File: config.mk
export PLATFORM = sky130hd
export DESIGN_NAME = branch_resolve_unit
export DESIGN_NICKNAME = d
export VERILOG_FILES = /design/src/rtl/my_pkg.sv /design/src/rtl/bru_bht.sv /design/src/rtl/branch_resolve_unit.sv
export SDC_FILE = /design/constraint.sdc
export NUM_CORES = 1
export LEC_CHECK = 0
export BUFFER_PORTS_ARGS = -buffer_cell sky130_fd_sc_hd__buf_2
export CAP_MARGIN = 15
export CORE_UTILIZATION = 50
export CTS_BUF_LIST = sky130_fd_sc_hd__clkbuf_4
export CTS_CLUSTER_DIAMETER = 120
export CTS_CLUSTER_SIZE = 10
export DETAILED_ROUTE_END_ITERATION = 8
export PLACE_DENSITY = 0.8
export SLEW_MARGIN = 40
export SYNTH_ARGS = -nofsm -noshare
export SYNTH_HDL_FRONTEND = slang
export SYNTH_HIERARCHICAL = 1
export SYNTH_SLANG_ARGS = --single-unit
File: constraint.sdc
create_clock -name clk -period 1.01 [get_ports clk]
set_clock_uncertainty 0.05 [all_clocks]
set_input_delay 0.0505 -clock clk [delete_from_list [all_inputs] [get_ports clk]]
set_output_delay 0.0505 -clock clk [all_outputs]
set_load 0.03 [all_outputs]
File: src/rtl/my_pkg.sv
// my_pkg: operation encoding, BHT counter type and small helpers shared by
// the branch resolve unit and its branch history table.
package my_pkg;

   typedef enum logic [2:0] {
      OP0 = 3'd0,   // beq
      OP1 = 3'd1,   // bne
      OP2 = 3'd2,   // blt  (signed)
      OP3 = 3'd3,   // bltu (unsigned)
      OP4 = 3'd4,   // bge  (signed)
      OP5 = 3'd5,   // bgeu (unsigned)
      OP6 = 3'd6,   // jal  (opA = PC, opB = offset)
      OP7 = 3'd7    // jalr
   } instruction_type;

   typedef logic [1:0] bht_ctr_t;

   // Weakly not-taken: one taken outcome is enough to flip the prediction.
   localparam bht_ctr_t BHT_CTR_RESET = 2'b01;

   function automatic logic is_cond_branch(input instruction_type op);
      return (op inside {OP0, OP1, OP2, OP3, OP4, OP5});
   endfunction

   // Two-bit saturating counter step.
   function automatic bht_ctr_t bht_ctr_next(input bht_ctr_t ctr, input logic taken);
      if (taken)
         return (ctr == 2'b11) ? ctr : ctr + 2'd1;
      else
         return (ctr == 2'b00) ? ctr : ctr - 2'd1;
   endfunction

endpackage

File: src/rtl/bru_bht.sv
// bru_bht: branch history table of 2-bit saturating counters.
// One combinational read port (fetch prediction) and one synchronous update
// port (execute resolution). A read of the entry being updated in the same
// cycle returns the pre-update value.
module bru_bht
   import my_pkg::*;
#(
   parameter int BHT_DEPTH = 64,
   parameter int IDX_W     = $clog2(BHT_DEPTH)
) (
   input  logic             clk,
   input  logic             rstn,
   input  logic [IDX_W-1:0] rd_idx,
   output logic             rd_taken,
   input  logic             upd_en,
   input  logic [IDX_W-1:0] upd_idx,
   input  logic             upd_taken
);

   bht_ctr_t ctr [BHT_DEPTH];

   // Prediction is the counter's upper bit.
   assign rd_taken = ctr[rd_idx][1];

   // Counter array: reinitialise to weakly not-taken, step on resolved branches.
   always_ff @(posedge clk or negedge rstn) begin
      if (!rstn) begin
         for (int k = 0; k < BHT_DEPTH; k++) begin
            ctr[k] <= BHT_CTR_RESET;
         end
      end else if (upd_en) begin
         ctr[upd_idx] <= bht_ctr_next(ctr[upd_idx], upd_taken);
      end
   end

endmodule

File: src/rtl/branch_resolve_unit.sv
// branch_resolve_unit: execute-stage resolution of conditional branches,
// JAL and JALR with a one-cycle registered result, misprediction redirect
// and misaligned-target detection.
// Build option: define BRU_BHT_EN to instantiate the branch history table
// (bru_bht); without it lookup_taken is a static not-taken 0.
module branch_resolve_unit
   import my_pkg::*;
#(
   parameter int XLEN      = 32,
   parameter int BHT_DEPTH = 64,
   parameter int IDX_LSB   = 2
) (
   input  logic            clk,
   input  logic            rstn,
   input  logic            valid_in,
   input  logic            flush_in,
   input  instruction_type i,
   input  logic [XLEN-1:0] opA,
   input  logic [XLEN-1:0] opB,
   input  logic [XLEN-1:0] offset,
   input  logic [XLEN-1:0] NPC,
   input  logic            pred_taken,
   input  logic [XLEN-1:0] lookup_pc,
   output logic            lookup_taken,
   output logic            valid_out,
   output logic [XLEN-1:0] result_out,
   output logic [XLEN-1:0] result_jal,
   output logic            jump_out,
   output logic            we_out,
   output logic            redirect_out,
   output logic [XLEN-1:0] redirect_pc,
   output logic            misalign_out
);

   localparam int IDX_W = $clog2(BHT_DEPTH);

   logic                   acc;
   logic signed [XLEN-1:0] opa_s;
   logic signed [XLEN-1:0] opb_s;
   logic        [XLEN-1:0] sum_ab;
   logic        [XLEN-1:0] target;
   logic        [XLEN-1:0] link;
   logic                   jump;
   logic                   is_jump;
   logic                   branch_class;
   logic                   mis;

   logic                   vld_p1;
   logic                   jump_p1;
   logic                   we_p1;
   logic                   redirect_p1;
   logic                   mis_p1;
   logic        [XLEN-1:0] result_p1;
   logic        [XLEN-1:0] jal_p1;
   logic        [XLEN-1:0] rpc_p1;

   // Fetch PC only feeds the BHT index; the remaining bits are intentionally dropped.
   logic unused_lookup_bits;
   assign unused_lookup_bits = ^lookup_pc;

   assign acc   = valid_in & ~flush_in;
   assign opa_s = opA;
   assign opb_s = opB;

   // Resolve condition, target and link address for the presented instruction.
   always_comb begin
      sum_ab  = opA + opB;
      target  = NPC + offset;
      link    = NPC + XLEN'(4);
      jump    = 1'b0;
      is_jump = 1'b0;
      case (i)
         OP0: jump = (opA == opB);
         OP1: jump = (opA != opB);
         OP2: jump = (opa_s <  opb_s);
         OP3: jump = (opA   <  opB);
         OP4: jump = (opa_s >= opb_s);
         OP5: jump = (opA   >= opB);
         OP6: begin
            target  = sum_ab;
            jump    = 1'b1;
            is_jump = 1'b1;
         end
         OP7: begin
            target  = {sum_ab[XLEN-1:1], 1'b0};
            jump    = 1'b1;
            is_jump = 1'b1;
         end
         default: ;
      endcase
      branch_class = is_cond_branch(i) | is_jump;
      // A taken target off a 4-byte boundary goes to the trap unit instead.
      mis = acc & jump & target[1];
   end

   // ---- execute -> result register (p1) ----
   // Register the resolved result; rejected cycles register all zeros.
   always_ff @(posedge clk or negedge rstn) begin
      if (!rstn) begin
         vld_p1      <= 1'b0;
         jump_p1     <= 1'b0;
         we_p1       <= 1'b0;
         redirect_p1 <= 1'b0;
         mis_p1      <= 1'b0;
         result_p1   <= '0;
         jal_p1      <= '0;
         rpc_p1      <= '0;
      end else begin
         vld_p1      <= acc;
         jump_p1     <= acc & jump;
         we_p1       <= acc & is_jump & ~mis;
         redirect_p1 <= acc & branch_class & (jump != pred_taken) & ~mis;
         mis_p1      <= mis;
         result_p1   <= acc ? target : '0;
         jal_p1      <= (acc & is_jump) ? link : '0;
         rpc_p1      <= acc ? (jump ? target : link) : '0;
      end
   end

   assign valid_out    = vld_p1;
   assign jump_out     = jump_p1;
   assign we_out       = we_p1;
   assign redirect_out = redirect_p1;
   assign misalign_out = mis_p1;
   assign result_out   = result_p1;
   assign result_jal   = jal_p1;
   assign redirect_pc  = rpc_p1;

`ifdef BRU_BHT_EN
   logic upd_en;
   assign upd_en = acc & is_cond_branch(i);

   bru_bht #(
      .BHT_DEPTH (BHT_DEPTH),
      .IDX_W     (IDX_W)
   ) u_bht (
      .clk       (clk),
      .rstn      (rstn),
      .rd_idx    (lookup_pc[IDX_LSB +: IDX_W]),
      .rd_taken  (lookup_taken),
      .upd_en    (upd_en),
      .upd_idx   (NPC[IDX_LSB +: IDX_W]),
      .upd_taken (jump)
   );
`else
   // Static not-taken prediction when no history is kept.
   assign lookup_taken = 1'b0;
`endif

endmodule

==> impl_metrics.tcl, run 1 <==
set metrics [dict create \
    clockRootBuffer "clkbuf_4" \
    status "aborted with a tool error" \
    grt_max_degree 35 \
    syn-num-nets 1244 \
    dp_slack_ns -1.98 \
    start_util_pct 51.0 \
    tool.error "[ERROR GRT-0232] Routing congestion too high. Check the congestion heatmap in the GUI." \
    stop_stage "global routing (5_1_grt)" \
    synth.area.top_cells "dfrtp_1 30%, ha_1 14%, nor2_1 5.1%" \
    ys_ff_latch 101 \
    synth_cell_types 71 \
    routabilityCongestion 0.927 \
    die_h_um 132 \
    synth_most_common_cell "nor2_1" \
    overflow 2389 \
    fp.dieW_um 132 \
    synth_edf_count 0 \
    cts_buffer_depth 2 \
    syn-instance-count 979 \
    htree_levels 3 \
    synthArstFlopShare_pct 100 \
    numCtsBuffers 9 \
    clkSinkCount 101 \
    yosys-top-cells-count "114 x nor2_1, 101 x dfrtp_1, 95 x ha_1" \
    endpoint_type "sequential cell input" \
    worst_endpoint "redirect_out$_DFF_PN0_/D" \
    syn_area_um2 8420 \
    synth_warnings 6 \
    io_pins 270 \
    std_cell_rows 47 \
    synth_area_leader_cell "dfrtp_1" \
    place_hpwl_mm 24.1 \
    synth_ff_type "dfrtp_1" \
    port_buffers 236 \
    place_area_um2 12800 \
    syn_avg_cell_area_um2 8.60 \
    synth_seq_area_share_pct 30.0 \
    synth.top_cell.area_share_pct 30.0 \
    track_usage_pct 111 \
]
-- metrics by stage --
step	utilization, %	cells	setup TNS, ns
CTS	91.2	1793	-87.58
detailed placement	77.5	1725	-127.24
global placement	77.5	1725	-122.29
floorplan	-	979	-88.63
-- routing by layer --
layer / overflow / global-route usage, %
met4: 500 / 128
met5: 6 / 54.7
met1: 56 / 95.7
met2: 1774 / 151
met3: 53 / 82.7
-- logic make-up after synthesis --
logic type | count (synthesis) | share of synthesized area [%]
buffers and inverters | 105 | 4.90
AO/OA/AOI/OAI | 263 | 21.8
AND/OR/NAND/NOR | 322 | 18.9
multiplexers | 23 | 2.79
other | 1 | 0.0445
flip-flops | 101 | 30.0
adder cells (fa/ha/maj) | 97 | 14.6
XOR/XNOR | 67 | 6.97
-- what timing repair did --
action | in CTS
buffers inserted | 45
pin swaps | 104
gates cloned | 3
gates resized for setup | 427
hold endpoints to repair | 113
hold buffers | 9
endpoints found under the setup margin | 185
==> run 2, diff against run 1 <==
--- a/config.mk
+++ b/config.mk
@@ -7,12 +7,9 @@
 export LEC_CHECK = 0
 export BUFFER_PORTS_ARGS = -buffer_cell sky130_fd_sc_hd__buf_2
 export CAP_MARGIN = 15
-export CORE_UTILIZATION = 50
-export CTS_BUF_LIST = sky130_fd_sc_hd__clkbuf_4
-export CTS_CLUSTER_DIAMETER = 120
-export CTS_CLUSTER_SIZE = 10
+export CORE_UTILIZATION = 35
 export DETAILED_ROUTE_END_ITERATION = 8
-export PLACE_DENSITY = 0.8
+export PLACE_DENSITY_LB_ADDON = 0.15
 export SLEW_MARGIN = 40
 export SYNTH_ARGS = -nofsm -noshare
 export SYNTH_HDL_FRONTEND = slang
==> run 2 against run 1 <==
  * The flow now finishes, with violations (negative setup slack)
  * Synthesized area did not move
  * Synthesized cell count did not move
==> impl_metrics.tcl, run 2 <==
set metrics [dict create \
    drtAntennaViolNets 0 \
    clkSinkCount 101 \
    min_path_type "in -> reg" \
    ys_ff_latch 101 \
    yosys-top-cells-count "114 x nor2_1, 101 x dfrtp_1, 95 x ha_1" \
    start_util_pct 35.8 \
    fmax_mhz 392 \
    max-cap-violations 0 \
    cp_slowest_cell "or4_4" \
    die_area_um2 24700 \
    vias_per_cell 4.97 \
    hold_ws_ns 0.0319 \
    cp.required_ns 1.21 \
    grtUsageMet1_pct 33.6 \
    power_density_nw_per_um2 1070 \
    drc 0 \
    wl_mm 32.1 \
    grt_util_met3_pct 1.62 \
    setup_viol 89 \
    status "finished, violations left" \
    critPathBufInv 3 \
    syn-num-nets 1244 \
    syn_area_um2 8420 \
    synth_edf_count 0 \
    met2_usage_pct 41.9 \
    die_h_um 157 \
    synthArstFlopShare_pct 100 \
    drtIter0Drc 389 \
    final_nets 1845 \
    final_common_cell "buf_4" \
    critPathTopFamily "simple AND/OR/NAND/NOR gates" \
    synth.area.top_cells "dfrtp_1 30%, ha_1 14%, nor2_1 5.1%" \
    std_cell_rows 56 \
    fin_crit_ns 2.55 \
    slew_violations 0 \
    overflow 0 \
    synth_most_common_cell "nor2_1" \
    antenna_found_initial 3 \
    path_class "in -> reg" \
    cp_slowest_stage_delay_ns 0.53 \
    core-area_um2 23500 \
    tns_ns -88.75 \
    port_buffers 236 \
    cp_cell_sequence "buf_2, inv_1, ha_4, nand3_1, or4_4, nor3_4, o31a_1, nor3_4, mux2i_2, and4_2, bufbuf_16, and2_1, a211oi_2" \
    grt_max_degree 32 \
    finalHoldViolCount 0 \
    relSlewSlack_pct 63.3 \
    startpoint_type "primary input" \
    setup_slack_ns -1.54 \
    final_cell_mix "336 x buf_4, 173 x buf_2, 101 x dfrtp_1" \
    grt_setup_unrepaired "true" \
    clockRootBuffer "clkbuf_16" \
    fp.dieW_um 157 \
    vias 9476 \
    routabilityCongestion 0.891 \
    track_usage_pct 24.7 \
    tritoncts "done" \
    power.total_mw 16.9 \
    grt_pass1_wl_mm 47.4 \
    synthToLayoutAreaGrowth_pct 87.4 \
    end_kind "flip-flop" \
    syn-instance-count 979 \
    numCtsBuffers 9 \
    crit_arrival_ns 2.75 \
    htree_levels 3 \
    violations "negative setup slack" \
    io_pins 270 \
    synth_ff_type "dfrtp_1" \
    synth.top_cell.area_share_pct 30.0 \
    synth_warnings 6 \
    worstPathMaxFanout 5 \
    clk_pin_slew_ns 0.07 \
    irDropWorstVdd_v 0.00101 \
    synth_seq_area_share_pct 30.0 \
    p_leak_nw 7.73 \
    tightest_slew_ns 0.546 \
    syn_avg_cell_area_um2 8.60 \
    cts_buffer_depth 2 \
    period_share_pct 253 \
    place_hpwl_mm 24.0 \
    drive_above_1_share_pct 59.2 \
    busiest_layer "met2" \
    synth_area_leader_cell "dfrtp_1" \
    crit_top_cell "nor3_4" \
    synth_cell_types 71 \
    grt_pass1_vias 9224 \
    firstDrtPassIters 5 \
    drt-wirelength-per-cell_um 16.8 \
]
==> run 2: cell counts after synthesis <==
Identical to the previous run, type by type.
==> run 2: power by group <==
group          internal (mW)  switching (mW)
clock network           2.48            1.48
registers               4.29          0.0969
logic                   4.20            4.36
total                   11.0            5.94
==> run 2: worst paths after layout <==
check | start | endpoint | slack, ns | depth (start not counted)
hold / removal | NPC[0] | result_jal[0] | 0.03 | 4
min in group asynchronous | rstn | result_out[1] | 0.10 | 2
setup / recovery | opB[26] | redirect_pc[13] | -1.54 | 13
max in group asynchronous | rstn | valid_out | 0.33 | 3
==> run 2: area by class of cell <==
type | count | area, um^2
flip-flops and latches | 101 | 2530
inverters | 68 | 295
fillers | 1868 | 7760
well taps | 319 | 399
multi-input cells | 773 | 7360
clock buffers | 10 | 239
clock inverters | 5 | 106
repair buffers | 627 | 4850
diodes | 2 | 5.00
==> run 2: repair_timing <==
item | CTS | global route
pin swaps | 116 | 126
endpoints found under the hold margin | 102 | 0
setup buffers | 48 | 31
hold buffers | 2 | 0
endpoints found under the setup margin | 104 | 110
gates cloned | 2 | 0
resized for setup | 277 | 179
==> run 2: cells by family after synthesis <==
logic type | after synthesis | share of synthesized area (%)
and+or+nand+nor | 322 | 18.9
AOI/OAI and AO/OA | 263 | 21.8
buffers and inverters | 105 | 4.90
DFF | 101 | 30.0
adders and majority gates | 97 | 14.6
xor gates and xnor gates | 67 | 6.97
muxes | 23 | 2.79
other | 1 | 0.0445
==> run 2: per-stage QoR <==
step | std cells | area (um^2) | setup WS (ns) | util, %
final | 1905 | 15800 | -1.54 | 67.0
after global routing | 1904 | 15800 | -1.69 | 67.0
after global placement | 1829 | 13000 | -1.96 | 55.1
after floorplan | 979 | 9120 | -1.56 | -
after CTS | 1888 | 14900 | -1.56 | 63.4
after detailed placement | 1829 | 13000 | -2.00 | 55.1
==> run 2: tightest hold or removal path, delay by kind of cell <==
| family | cells | cell delay, ns |
|---|---|---|
| buf+inv | 3 | 0.23 |
| simple gates | 1 | 0.11 |
==> run 2: layer usage <==
metal / wire length, um / vias to the layer above / part of all wire (%)
met2: 15600 / 225 / 49
met1: 14800 / 4527 / 46
met4: 750 / 2 / 2.3
met5: 13 / - / 0.041
met3: 916 / 50 / 2.9
li1: - / 4672 / -
Power figures use the tool's default switching activity.
